`src/rtl/quad_enc_frontend.sv`:
```
// Rotary encoder front end: per-pin synchroniser and debounce, then a quadrature
// decoder driving a saturating or wrapping level register.
module quad_enc_frontend #(
  parameter int WIDTH           = 8,
  parameter int DEBOUNCE_CYCLES = 16,
  parameter bit SATURATE        = 1'b1
) (
  input  logic             clk,
  input  logic             reset,
  input  logic             enc_a,
  input  logic             enc_b,
  input  logic             load_en,
  input  logic [WIDTH-1:0] load_value,
  output logic [WIDTH-1:0] value,
  output logic             step,
  output logic             dir,
  output logic             err,
  output logic             primed
);

  localparam int              CW       = $clog2(DEBOUNCE_CYCLES + 1);
  localparam logic [CW-1:0]   CNT_LAST = CW'(DEBOUNCE_CYCLES - 1);
  localparam logic [WIDTH-1:0] VMAX    = '1;
  localparam logic [0:0]      ST_PRIME = 1'b0;
  localparam logic [0:0]      ST_RUN   = 1'b1;

  // Bit 1 carries pin A, bit 0 pin B, so each pair reads as {A,B}.
  logic [1:0]       s1_q, s1_d, s2_q, s2_d;
  logic [1:0]       db_q, db_d;
  logic [CW-1:0]    cnt_q [2];
  logic [CW-1:0]    cnt_d [2];
  logic [0:0]       state_q, state_d;
  logic [1:0]       pcnt_q, pcnt_d;
  logic [1:0]       prev_q, prev_d;
  logic [WIDTH-1:0] value_q, value_d;
  logic             step_q, step_d;
  logic             err_q, err_d;
  logic             dir_q, dir_d;
  logic             up;
  logic [WIDTH:0]   nxt;

  // Gray-code up sequence 00 -> 01 -> 11 -> 10 -> 00.
  function automatic logic is_up(input logic [1:0] p, input logic [1:0] c);
    case (p)
      2'b00:   is_up = (c == 2'b01);
      2'b01:   is_up = (c == 2'b11);
      2'b11:   is_up = (c == 2'b10);
      default: is_up = (c == 2'b00);
    endcase
  endfunction

  // Returns {changed, new_value}; a clamped count reports changed = 0.
  function automatic logic [WIDTH:0] count_next(input logic [WIDTH-1:0] v, input logic inc);
    if (inc) begin
      if (SATURATE && (v == VMAX)) return {1'b0, v};
      return {1'b1, v + WIDTH'(1)};
    end
    if (SATURATE && (v == '0)) return {1'b0, v};
    return {1'b1, v - WIDTH'(1)};
  endfunction

  assign up  = is_up(prev_q, db_q);
  assign nxt = count_next(value_q, up);

  always_comb begin
    s1_d    = {enc_a, enc_b};
    s2_d    = s1_q;
    db_d    = db_q;
    cnt_d   = cnt_q;
    state_d = state_q;
    pcnt_d  = pcnt_q;
    prev_d  = prev_q;
    value_d = value_q;
    step_d  = 1'b0;
    err_d   = 1'b0;
    dir_d   = dir_q;

    // Debounce stage: accept a level only after DEBOUNCE_CYCLES mismatching cycles.
    for (int i = 0; i < 2; i++) begin
      if (s2_q[i] != db_q[i]) begin
        if (cnt_q[i] == CNT_LAST) begin
          db_d[i]  = s2_q[i];
          cnt_d[i] = '0;
        end else begin
          cnt_d[i] = cnt_q[i] + CW'(1);
        end
      end else begin
        cnt_d[i] = '0;
      end
    end

    // Decode stage: PRIME adopts the synchronised pins so a held level never counts.
    if (state_q == ST_PRIME) begin
      if (pcnt_q == 2'd2) begin
        db_d    = s2_q;
        cnt_d   = '{default: '0};
        prev_d  = s2_q;
        state_d = ST_RUN;
      end else begin
        pcnt_d = pcnt_q + 2'd1;
      end
    end else begin
      prev_d = db_q;
      if ((prev_q ^ db_q) == 2'b11) begin
        err_d = 1'b1;
      end else if (prev_q != db_q) begin
        dir_d = up;
        if (nxt[WIDTH]) begin
          value_d = nxt[WIDTH-1:0];
          step_d  = 1'b1;
        end
      end
    end

    if (load_en) begin
      value_d = load_value;
      step_d  = 1'b0;
    end
  end

  always_ff @(posedge clk) begin
    if (!reset) begin
      s1_q    <= '0;
      s2_q    <= '0;
      db_q    <= '0;
      cnt_q   <= '{default: '0};
      state_q <= ST_PRIME;
      pcnt_q  <= '0;
      prev_q  <= '0;
      value_q <= '0;
      step_q  <= 1'b0;
      err_q   <= 1'b0;
      dir_q   <= 1'b0;
    end else begin
      s1_q    <= s1_d;
      s2_q    <= s2_d;
      db_q    <= db_d;
      cnt_q   <= cnt_d;
      state_q <= state_d;
      pcnt_q  <= pcnt_d;
      prev_q  <= prev_d;
      value_q <= value_d;
      step_q  <= step_d;
      err_q   <= err_d;
      dir_q   <= dir_d;
    end
  end

  assign value  = value_q;
  assign step   = step_q;
  assign err    = err_q;
  assign dir    = dir_q;
  assign primed = (state_q == ST_RUN);

endmodule

```
`config.mk`:
```
export PLATFORM = sky130hd
export DESIGN_NAME = quad_enc_frontend
export DESIGN_NICKNAME = d
export VERILOG_FILES = /design/src/rtl/quad_enc_frontend.sv
export SDC_FILE = /design/constraint.sdc
export NUM_CORES = 1
export LEC_CHECK = 0
export BUFFER_PORTS_ARGS = -buffer_cell sky130_fd_sc_hd__buf_2
export CORE_MARGIN = 1
export CORE_UTILIZATION = 34
export DETAILED_ROUTE_END_ITERATION = 16
export PLACE_DENSITY_LB_ADDON = 0.2
export SYNTH_ARGS = -nofsm -noshare
export SYNTH_HDL_FRONTEND = slang
export SYNTH_SLANG_ARGS = --single-unit
```
`constraint.sdc`:
```
create_clock -name clk -period 2.7 [get_ports clk]
set_input_delay 0 -clock clk [delete_from_list [all_inputs] [get_ports clk]]
set_output_delay 0 -clock clk [all_outputs]
set_load 0.05 [all_outputs]
```
==> flow_summary_export.csv <==
group,metric,value,unit
setup_path,end_kind,"flip-flop",
layout,syn_to_final_growth,19.03,%
clocking,numCtsBuffers,5,
global_route,grt.overflow.total,0,
route,drt_wl_total,3602,microns
global_route,grt.met3_usage,0.05525,
clocking,tritoncts,"built",
global_route,use_met1,0.1925,
route,via_count,1440,
setup_path,setup.worst_path.start_class,"flip-flop",
floorplan,io_pins,25,
route,dr.pass1.iters,4,
floorplan,die_h,72.90,microns
layout,layout-drive-gt1-share,0.1842,
setup_path,crit_fanout,8,
route,wl_per_cell,12.21,microns
route,ant_nets,0,
min_path,min_path_type,"in -> reg",
timing,holdWs,29.98,ps
clocking,clk_latency,280,ps
floorplan,num_rows,25,
floorplan,die_x,72.90,microns
power,powerDensity,611.3,nW/um^2
flow_run,cap_violations,0,
place,hpwl,2671,microns
setup_path,path_class,"reg -> reg",
logic_synthesis,syn_avg_cell_area,8.676,sq um
global_route,grt_pass1_vias,1326,
logic_synthesis,yosys_register_bits,32,
timing,maxSlewHeadroom,0.6798,
logic_synthesis,synth_enable_flop_cells,0,
global_route,grt_usage,0.1541,
layout,mostFrequentLayoutCells,"dfxtp_1, buf_2, nor2_1",
clocking,post_cts_buffers,0,
clocking,cts.clk_slew.worst_paths,70,ps
clocking,ctsRootBufferMaster,"clkbuf_8",
timing,fin_setup_tns,0,ps
layout,final_common_cell,"dfxtp_1",
layout,num_antenna_cells,0,
logic_synthesis,synthFlopType,"dfxtp_1",
global_route,grt_pass1_wl,6085,microns
global_route,antenna_found_initial,0,
timing,clock.fmax,483.2,MHz
timing,final-hold-violation-count,0,
place,io_buffer_count,24,
timing,fin_crit,2070,ps
floorplan,initial_core_util,0.3571,
place,gp_congestion,0.8767,
timing,skew,8.610,ps
route,drtIter0Drc,205,
setup_path,crit_arrival,2240,ps
route,routed_via_density,4.881,
layout,fillers,495,
logic_synthesis,synth_cells,197,
timing,rsz0062_at_grt,"false",
layout,fin_nets,246,
logic_synthesis,ys_seq_area_frac,0.3748,
timing,fin_crit_sh,0.7665,
clocking,clock_sinks,32,
timing,worst_slew_pin_slew,478.1,ps
timing,finalMaxSlewViolations,0,
timing,setup_violations,0,
logic_synthesis,syn-num-nets,216,
power,power_leakage,0.8029,nW
outcome,status,"finished, final reports clean",
global_route,top_usage_layer,"met2",
layout,multi_input_area,982.2,sq um
clocking,cts-htree-levels,2,
global_route,grtUsageMet2,0.2388,
clocking,clockBufferDepth,2,
power,peakVddDrop,0.3962,mV
layout,seqCellArea,640.6,sq um
global_route,grt_max_degree,26,
logic_synthesis,yosysUniqueCellTypes,50,
floorplan,core,4786,sq um
logic_synthesis,async_flop_share,0,
floorplan,die_area,5314,sq um
logic_synthesis,synth_area,1709,sq um
logic_synthesis,yosysWarnings,0,
route,drcViolationCount,0,
setup_path,cp.required,2870,ps
[sequential cells by signal, indices dropped and copies added, names as in the netlist]
| register | count |
|---|---|
| s1_q | 2 |
| pcnt_q | 2 |
| value | 8 |
| dir | 1 |
| primed | 1 |
| prev_q | 2 |
| db_q | 2 |
| s2_q | 2 |
| step | 1 |
| cnt_q | 10 |
| err | 1 |
[cell families (layout without fill, tap and decap cells)]
| kind of cell | after synthesis | count (layout) | synth area share |
|---|---|---|---|
| AND/OR/NAND/NOR | 71 | 71 | 0.2218 |
| flip-flops | 32 | 32 | 0.3748 |
| multiplexers | 6 | 6 | 0.03514 |
| buffers and inverters | 18 | 49 | 0.05050 |
| XOR/XNOR | 16 | 16 | 0.08199 |
| adder cells (fa/ha/maj) | 6 | 6 | 0.04392 |
| AO/OA/AOI/OAI | 48 | 48 | 0.1918 |
[repair_timing]
| action | in CTS | in global routing |
|---|---|---|
| endpoints found under the hold margin | 8 | 0 |
| hold buffers | 8 | 0 |
| gates resized for setup | 0 | 0 |
[metal layers]
layer  vias to the layer above  part of all wire
met5                         -                 0
met4                         0             0.017
met3                         5             0.071
met2                        47              0.41
met1                       636              0.51
li1                        752                 -
[final timing paths]
path / startpoint / endpoint / slack, ps / cells past startpoint
min reg2reg: s1_q[0] / s2_q[0] / 430 / 1
max: value[0] / value[3] / 630 / 8
max reg2reg: value[0] / value[3] / 630 / 8
min: load_value[7] / value[7] / 30 / 3
[power by group]
group / internal (W) / switching [W] / leakage (nW) / total, W
Sequential: 0.000507 / 0.0000438 / 0.261 / 0.000551
Combinational: 0.000128 / 0.000186 / 0.497 / 0.000314
Clock: 0.000207 / 0.000172 / 0.0445 / 0.000379
Total: 0.000842 / 0.000402 / 0.803 / 0.00124
[critical path: stages, from the launching register on]
cell,delay (ps)
dfxtp_1,380
inv_1,110
ha_1,180
or3b_1,380
o22ai_2,300
a21oi_1,70
a311o_1,320
mux2i_1,130
a21oi_1,80
[cells in the mapped netlist (all sizes together), types with 3 or more instances]
library cell	n	area, sq um
mux2i	6	60.06
clkbuf	5	20.01
nand3	11	55.05
xnor2	8	70.07
a21oi	9	48.80
o31ai	3	22.52
dfxtp	32	640.6
a31oi	3	18.77
inv	9	33.78
and2	9	58.81
nor2	20	80.07
or4	3	30.03
xor2	8	70.07
buf	4	32.53
o21ai	16	91.34
ha	6	75.07
o22ai	4	31.28
nand2	12	47.55
nor3	5	30.03
nor2b	3	18.77
[per-stage QoR]
stage	cells	instance area, sq um	worst slack [ps]	total power (W)	util
global placement	279	1861	660.7	0.0008641	0.3888
detailed placement	279	1861	630.5	0.0008646	0.3888
floorplan	197	1709	529.3	0.0008049	-
finish	295	2034	630.3	0.001244	0.4251
global route	295	2034	477.0	0.001324	0.4251
CTS	295	2034	614.2	0.001263	0.4251
[layout make-up]
type	instances	area share
multi-input cells	147	0.4828
flip-flops and latches	32	0.3149
repair buffers	32	0.09840
clock buffers	7	0.04244
well taps	67	0.04121
inverters	9	0.01661
clock inverters	1	0.003690
No activity file was read; power rests on OpenSTA's default activity.
